$ cat config.mk
export PLATFORM = sky130hd
export DESIGN_NAME = score_display_scanner
export DESIGN_NICKNAME = d
export VERILOG_FILES = /design/src/rtl/score_display_pkg.sv /design/src/rtl/bcd_to_seg7.sv /design/src/rtl/score_display_scanner.sv
export SDC_FILE = /design/constraint.sdc
export NUM_CORES = 1
export LEC_CHECK = 0
export CAP_MARGIN = 30
export CORE_UTILIZATION = 40
export CTS_BUF_LIST = sky130_fd_sc_hd__clkbuf_4 sky130_fd_sc_hd__clkbuf_8
export CTS_CLUSTER_DIAMETER = 40
export DETAILED_ROUTE_END_ITERATION = 8
export SLEW_MARGIN = 25
export SYNTH_ARGS = -nofsm -noshare
export SYNTH_HDL_FRONTEND = slang
export SYNTH_SLANG_ARGS = --single-unit
$ cat constraint.sdc
create_clock -name clk -period 2.6 [get_ports clk]
set_input_delay 0.52 -clock clk [delete_from_list [all_inputs] [get_ports clk]]
set_output_delay 0.52 -clock clk [all_outputs]
set_load 0.01 [all_outputs]
$ cat src/rtl/score_display_pkg.sv
`default_nettype none
// ============================================================================
//  Module      : score_display_pkg
//  Description : Shared types and segment/anode constants for the score
//                display scanner.
//  Revision    : 1.0 - initial release
// ============================================================================
package score_display_pkg;

    typedef enum logic [2:0] {
        ST_IDLE  = 3'd0,
        ST_LATCH = 3'd1,
        ST_DIG0  = 3'd2,
        ST_DIG1  = 3'd3,
        ST_DIG2  = 3'd4
    } scan_state_t;

    // Active-low segment patterns, bit order {g,f,e,d,c,b,a}
    localparam logic [6:0] SEG_BLANK = 7'b1111111;
    localparam logic [6:0] SEG_E     = 7'b0000110;
    localparam logic [6:0] SEG_0     = 7'b1000000;
    localparam logic [6:0] SEG_1     = 7'b1111001;
    localparam logic [6:0] SEG_2     = 7'b0100100;
    localparam logic [6:0] SEG_3     = 7'b0110000;
    localparam logic [6:0] SEG_4     = 7'b0011001;
    localparam logic [6:0] SEG_5     = 7'b0010010;
    localparam logic [6:0] SEG_6     = 7'b0000010;
    localparam logic [6:0] SEG_7     = 7'b1111000;
    localparam logic [6:0] SEG_8     = 7'b0000000;
    localparam logic [6:0] SEG_9     = 7'b0010000;

    localparam logic [2:0] ANODE_OFF = 3'b111;

endpackage : score_display_pkg
`default_nettype wire

$ cat src/rtl/bcd_to_seg7.sv
`default_nettype none
// ============================================================================
//  Module      : bcd_to_seg7
//  Description : Combinational BCD to active-low 7-segment decoder; codes
//                10..15 show "E".
//  Revision    : 1.0 - initial release
// ============================================================================
module bcd_to_seg7
    import score_display_pkg::*;
(
    input  logic [3:0] i_digit,
    output logic [6:0] o_seg
);

    always_comb begin
        o_seg = SEG_E;
        case (i_digit)
            4'd0:    o_seg = SEG_0;
            4'd1:    o_seg = SEG_1;
            4'd2:    o_seg = SEG_2;
            4'd3:    o_seg = SEG_3;
            4'd4:    o_seg = SEG_4;
            4'd5:    o_seg = SEG_5;
            4'd6:    o_seg = SEG_6;
            4'd7:    o_seg = SEG_7;
            4'd8:    o_seg = SEG_8;
            4'd9:    o_seg = SEG_9;
            default: o_seg = SEG_E;
        endcase
    end

endmodule : bcd_to_seg7
`default_nettype wire

$ cat src/rtl/score_display_scanner.sv
`default_nettype none
// ============================================================================
//  Module      : score_display_scanner
//  Description : Frame-snapshotting 3-digit multiplexed 7-segment driver with
//                leading-zero blanking. Optional score-change blink is
//                enabled with the SCORE_BLINK_EN macro.
//  Revision    : 1.0 - initial release
// ============================================================================
module score_display_scanner
    import score_display_pkg::*;
#(
    parameter int SCAN_DIV = 50000
`ifdef SCORE_BLINK_EN
    ,
    parameter int BLINK_FRAMES = 8
`endif
) (
    input  logic       clk,
    input  logic       reset,
    input  logic       enable,
    input  logic [3:0] scoreOne,
    input  logic [3:0] scoreTen,
    input  logic [3:0] scoreHundred,
    output logic [2:0] anodeN,
    output logic [6:0] segN,
    output logic       frameDone
);

    localparam int c_presc_w = (SCAN_DIV > 1) ? $clog2(SCAN_DIV) : 1;
    localparam logic [c_presc_w-1:0] c_presc_tc = c_presc_w'(SCAN_DIV - 1);

    scan_state_t          r_state;
    scan_state_t          w_state_next;
    logic [c_presc_w-1:0] r_presc;
    logic [c_presc_w-1:0] w_presc_next;
    logic                 w_presc_tc;
    logic                 w_fd_next;

    logic [3:0] r_snap_one, r_snap_ten, r_snap_hun;
    logic [3:0] w_snap_one, w_snap_ten, w_snap_hun;
    logic       w_capture;

    logic [3:0] w_dec_in;
    logic [6:0] w_dec_seg;
    logic       w_digit_on;
    logic       w_digit_blank;
    logic       w_blink_off;
    logic [2:0] w_anode_next;
    logic [6:0] w_seg_next;

    assign w_presc_tc = (r_presc == c_presc_tc);

    // ------------------------------------------------------------------------
    // State register
    // ------------------------------------------------------------------------
    always_ff @(posedge clk) begin
        if (reset) begin
            r_state <= ST_IDLE;
            r_presc <= '0;
        end else begin
            r_state <= w_state_next;
            r_presc <= w_presc_next;
        end
    end

    always_comb begin
        w_state_next = r_state;
        w_presc_next = '0;
        w_fd_next    = 1'b0;
        if ((r_state != ST_IDLE) && !enable) begin
            w_state_next = ST_IDLE;
        end else begin
            case (r_state)
                ST_IDLE:  if (enable) w_state_next = ST_LATCH;
                ST_LATCH: w_state_next = ST_DIG0;
                ST_DIG0: begin
                    if (w_presc_tc) w_state_next = ST_DIG1;
                    else            w_presc_next = r_presc + 1'b1;
                end
                ST_DIG1: begin
                    if (w_presc_tc) w_state_next = ST_DIG2;
                    else            w_presc_next = r_presc + 1'b1;
                end
                ST_DIG2: begin
                    if (w_presc_tc) begin
                        w_state_next = ST_LATCH;
                        w_fd_next    = 1'b1;
                    end else begin
                        w_presc_next = r_presc + 1'b1;
                    end
                end
                default: w_state_next = ST_IDLE;
            endcase
        end
    end

    // The snapshot takes the inputs seen during LATCH; DIG0 decodes the
    // freshly captured value on the same edge it is stored.
    assign w_capture  = (r_state == ST_LATCH) && enable;
    assign w_snap_one = w_capture ? scoreOne     : r_snap_one;
    assign w_snap_ten = w_capture ? scoreTen     : r_snap_ten;
    assign w_snap_hun = w_capture ? scoreHundred : r_snap_hun;

    always_comb begin
        w_dec_in      = w_snap_one;
        w_digit_on    = 1'b0;
        w_digit_blank = 1'b0;
        w_anode_next  = ANODE_OFF;
        case (w_state_next)
            ST_DIG0: begin
                w_dec_in     = w_snap_one;
                w_digit_on   = 1'b1;
                w_anode_next = 3'b110;
            end
            ST_DIG1: begin
                w_dec_in      = w_snap_ten;
                w_digit_on    = 1'b1;
                w_digit_blank = (w_snap_hun == 4'd0) && (w_snap_ten == 4'd0);
                w_anode_next  = 3'b101;
            end
            ST_DIG2: begin
                w_dec_in      = w_snap_hun;
                w_digit_on    = 1'b1;
                w_digit_blank = (w_snap_hun == 4'd0);
                w_anode_next  = 3'b011;
            end
            default: ;
        endcase
    end

    bcd_to_seg7 u_dec (
        .i_digit (w_dec_in),
        .o_seg   (w_dec_seg)
    );

    assign w_seg_next = (w_digit_on && !w_digit_blank && !w_blink_off) ? w_dec_seg : SEG_BLANK;

`ifdef SCORE_BLINK_EN
    localparam int c_blink_w = $clog2(BLINK_FRAMES + 1);

    logic [c_blink_w-1:0] r_blink_cnt;
    logic [c_blink_w-1:0] w_blink_next;
    logic                 w_changed;

    // r_snap_* still holds the previous frame's value while LATCH captures
    assign w_changed = w_capture &&
                       ({scoreHundred, scoreTen, scoreOne} != {r_snap_hun, r_snap_ten, r_snap_one});

    always_comb begin
        w_blink_next = r_blink_cnt;
        if (w_changed)
            w_blink_next = c_blink_w'(BLINK_FRAMES);
        else if (w_fd_next && (r_blink_cnt != '0))
            w_blink_next = r_blink_cnt - 1'b1;
    end

    always_ff @(posedge clk) begin
        if (reset) r_blink_cnt <= '0;
        else       r_blink_cnt <= w_blink_next;
    end

    assign w_blink_off = w_blink_next[0];
`else
    assign w_blink_off = 1'b0;
`endif

    // ------------------------------------------------------------------------
    // Snapshot and registered outputs
    // ------------------------------------------------------------------------
    always_ff @(posedge clk) begin
        if (reset) begin
            r_snap_one <= 4'd0;
            r_snap_ten <= 4'd0;
            r_snap_hun <= 4'd0;
            anodeN     <= ANODE_OFF;
            segN       <= SEG_BLANK;
            frameDone  <= 1'b0;
        end else begin
            r_snap_one <= w_snap_one;
            r_snap_ten <= w_snap_ten;
            r_snap_hun <= w_snap_hun;
            anodeN     <= w_anode_next;
            segN       <= w_seg_next;
            frameDone  <= w_fd_next;
        end
    end

endmodule : score_display_scanner
`default_nettype wire

==> results by group, run 1 <==
STA
  – Clk_skew: 0.00354 ns
  – Final setup margin: 0.127 ns
  – Fin. max-slew vios: 0
  – F_max: 404 MHz
  – Final hold vios: 0
  – Max transition margin: 66.5%
  – Hold Worst Slack: 0.451 ns
  – Period Utilization, post-route: 95.1%
  – Slew @ Worst Pin: 0.499 ns
  – Final setup fails: 0
  – RSZ-0062 raised after global routing: false
  – Final Critical Period: 2.47 ns

Worst setup path
  – Critical path type: in2reg
  – Type of element capturing the critical path: register
  – Max incr delay on CP: 0.47 ns
  – Worst-path cell chain: clkdlybuf4s50_1, and4bb_1, buf_12, mux2_2, a31oi_2, inv_1, ha_1, o31ai_2, a21o_1
  – Req. time, crit path: 2.83 ns
  – Slowest cell on crit path: clkdlybuf4s50_1
  – WP data arrival: 2.70 ns
  – CP Max Fanout: 13
  – Worst setup SP type: input pin

Final layout
  – Core Util, Final: 54.3%
  – Layout Nets: 281
  – Share of cells above drive strength 1: 19.7%
  – Area Growth Syn to Fin: 28.4%
  – Diodes inserted: 0
  – Filler cells: 474

Route
  – DRT iter0 DRCs: 65
  – DR vias: 1588
  – Routed Antenna Nets: 0
  – Routed wire length: 3.95 mm
  – DR pass1 iterations: 4
  – Avg WL per Cell: 12.1 um
  – Vias/cell: 4.87
  – DRC errors left: 0

Pwr
  – P_leak: 1.00 nW
  – Pwr Density: 456 nW/um^2
  – Max VDD drop: 0.251 mV

Global routing
  – GRT Overall Usage: 15.8%
  – Largest net degree at the start of global routing: 17
  – Vias in the first global route: 1465
  – Met2 usage: 26.5%
  – GRT met1 Usage: 20.4%
  – GR Layer Usage met3: 3.29%
  – Initial antenna violation count: 0
  – GRT busiest layer: met2
  – First-pass GRT wire length: 6.56 mm
  – Global route overflow: 0

Placement
  – GP Congestion: 0.766
  – Port bufs: 25
  – Hpwl dp: 2.91 mm
  – Pre-CTS setup slack: -0.189 ns

Die
  – Die W: 73.4 um
  – IO Count: 26
  – Core Area: 4820 um^2
  – Initial Util: 42.3%
  – Row Count: 25
  – Die height: 73.4 um
  – Die Area: 5380 um^2

Yosys
  – Library cells used by synthesis: 56
  – Post-Syn Area per Cell: 9.61 um^2
  – Ys Warns: 0
  – Post-synth top cells: dfxtp_1 (42), nor2_1 (38), mux2i_1 (17)
  – Share of Yosys cell area claimed by the top area cell type: 41.3%
  – Mapped Nets: 233
  – Main synth FF type: dfxtp_1
  – Top-count cell post-synth: dfxtp_1
  – Sequential-to-total area share from yosys stat: 41.3%
  – Mapped cell area: 2040 um^2
  – Area leader, netlist: dfxtp_1
  – Mapped Cells: 212
  – Yosys reg bits: 42
  – Asr flop ratio synth: 0%
  – Top post-synthesis cells by area: dfxtp_1 (41%), mux2i_1 (8.4%), nor2_1 (7.0%)
  – Post-synth EDFFs: 0

Clocking
  – CTS Buf Count: 5
  – CTS Root Cell: clkbuf_8
  – Clk Latency, worst-skew pair: 0.28 ns
  – Clock Tree Buf Depth: 2
  – CTS tree: done
  – Clock-pin slew on the worst setup and hold paths: 0.07 ns
  – CTS sink count: 42
  – H-tree levels: 2
  – Hold Buf Count CTS: 0

Job
  – Max cap viols: 0

Outcome
  – Status: finished, final reports clean

Worst hold path
  – Worst hold path class: reg2reg
## final timing paths
| check | startpoint | cells after the start | to | slack [ns] |
|---|---|---|---|---|
| worst max-delay path | enable | 9 | segN[4] | 0.13 |
| worst min-delay path | r_presc[0] | 1 | r_presc[0] | 0.45 |
| worst max register to register | r_presc[0] | 11 | segN[1] | 0.14 |
| worst min register to register | r_presc[0] | 1 | r_presc[0] | 0.45 |
## layout make-up
| type | instances | area [um^2] | area share (%) |
|---|---|---|---|
| Sequential cell | 42 | 841 | 32.1 |
| Timing Repair Buffer | 50 | 463 | 17.7 |
| Multi-Input combinational cell | 153 | 1120 | 42.7 |
| Inverter | 8 | 30.0 | 1.15 |
| Clock buffer | 6 | 82.6 | 3.16 |
| Tap cell | 67 | 83.8 | 3.20 |
## metal layers
layer | share of wire [%] | vias to the layer above
met5 | 0 | -
met2 | 47 | 25
met4 | 0.73 | 0
met3 | 3.3 | 2
li1 | - | 820
met1 | 49 | 741
## sequential cells by signal (all words and copies together) (netlist names)
name        cells
frameDone       1
segN            7
r_presc        16
r_snap_one      4
r_state         3
anodeN          3
r_snap_hun      4
r_snap_ten      4
## where the power goes
part           internal [mW]  switching (mW)
clock                  0.205           0.199
sequential             0.653         0.00627
combinational         0.0747          0.0545
## worst max-delay path, delay by kind of cell
family                     cells  cell delay [ns]
AOI/OAI and AO/OA              3             0.61
muxes                          1             0.35
adders and majority gates      1             0.23
and+or+nand+nor                1             0.24
buffers and inverters          3             0.73
## cells in the final DEF (no fill, tap or decap), drive strengths merged, types with 4 or more instances in the layout
cell | Yosys | routed
xnor2 | 5 | 5
buf | 6 | 25
nand3 | 8 | 8
o21ai | 6 | 6
ha | 6 | 6
dfxtp | 42 | 42
inv | 8 | 8
mux2i | 18 | 18
xor2 | 10 | 10
nand4 | 4 | 4
and3 | 5 | 5
nor2 | 38 | 38
nand2 | 8 | 8
clkdlybuf4s50 | 0 | 25
clkbuf | 3 | 6
## stage by stage
stage | cells | TNS [ns] | total power, mW | cell area, um^2
floorplan | 212 | 0 | 0.741 | 2040
global placement | 320 | -0.582 | 0.802 | 2520
detailed placement | 320 | -0.852 | 0.803 | 2520
CTS | 326 | 0 | 1.21 | 2600
global route | 326 | 0 | 1.25 | 2620
finish | 326 | 0 | 1.19 | 2620
## cell families (layout without fill, tap and decap cells)
| group | Yosys count | after routing | synth area share, % |
|---|---|---|---|
| adder cells (fa/ha/maj) | 8 | 8 | 4.67 |
| flip-flops | 42 | 42 | 41.3 |
| multiplexers | 21 | 21 | 11.1 |
| AND/OR/NAND/NOR | 88 | 88 | 23.3 |
| buffers and inverters | 17 | 64 | 4.67 |
| XOR/XNOR | 15 | 15 | 6.45 |
| AO/OA/AOI/OAI | 21 | 21 | 8.60 |
## repair_timing
item	4_1_cts	5_1_grt
endpoints found under the setup margin	0	7
buffers inserted	0	0
gates resized for setup	0	4
Power figures use the tool's default switching activity.
==> run 2: changes to the inputs <==
--- a/config.mk
+++ b/config.mk
@@ -10,6 +10,7 @@
 export CTS_BUF_LIST = sky130_fd_sc_hd__clkbuf_4 sky130_fd_sc_hd__clkbuf_8
 export CTS_CLUSTER_DIAMETER = 40
 export DETAILED_ROUTE_END_ITERATION = 8
+export PLACE_DENSITY = 0.6
 export SLEW_MARGIN = 25
 export SYNTH_ARGS = -nofsm -noshare
 export SYNTH_HDL_FRONTEND = slang
==> results of run 2 <==
Same layout as run 1: the final DEF is identical, and so are final timing and power.
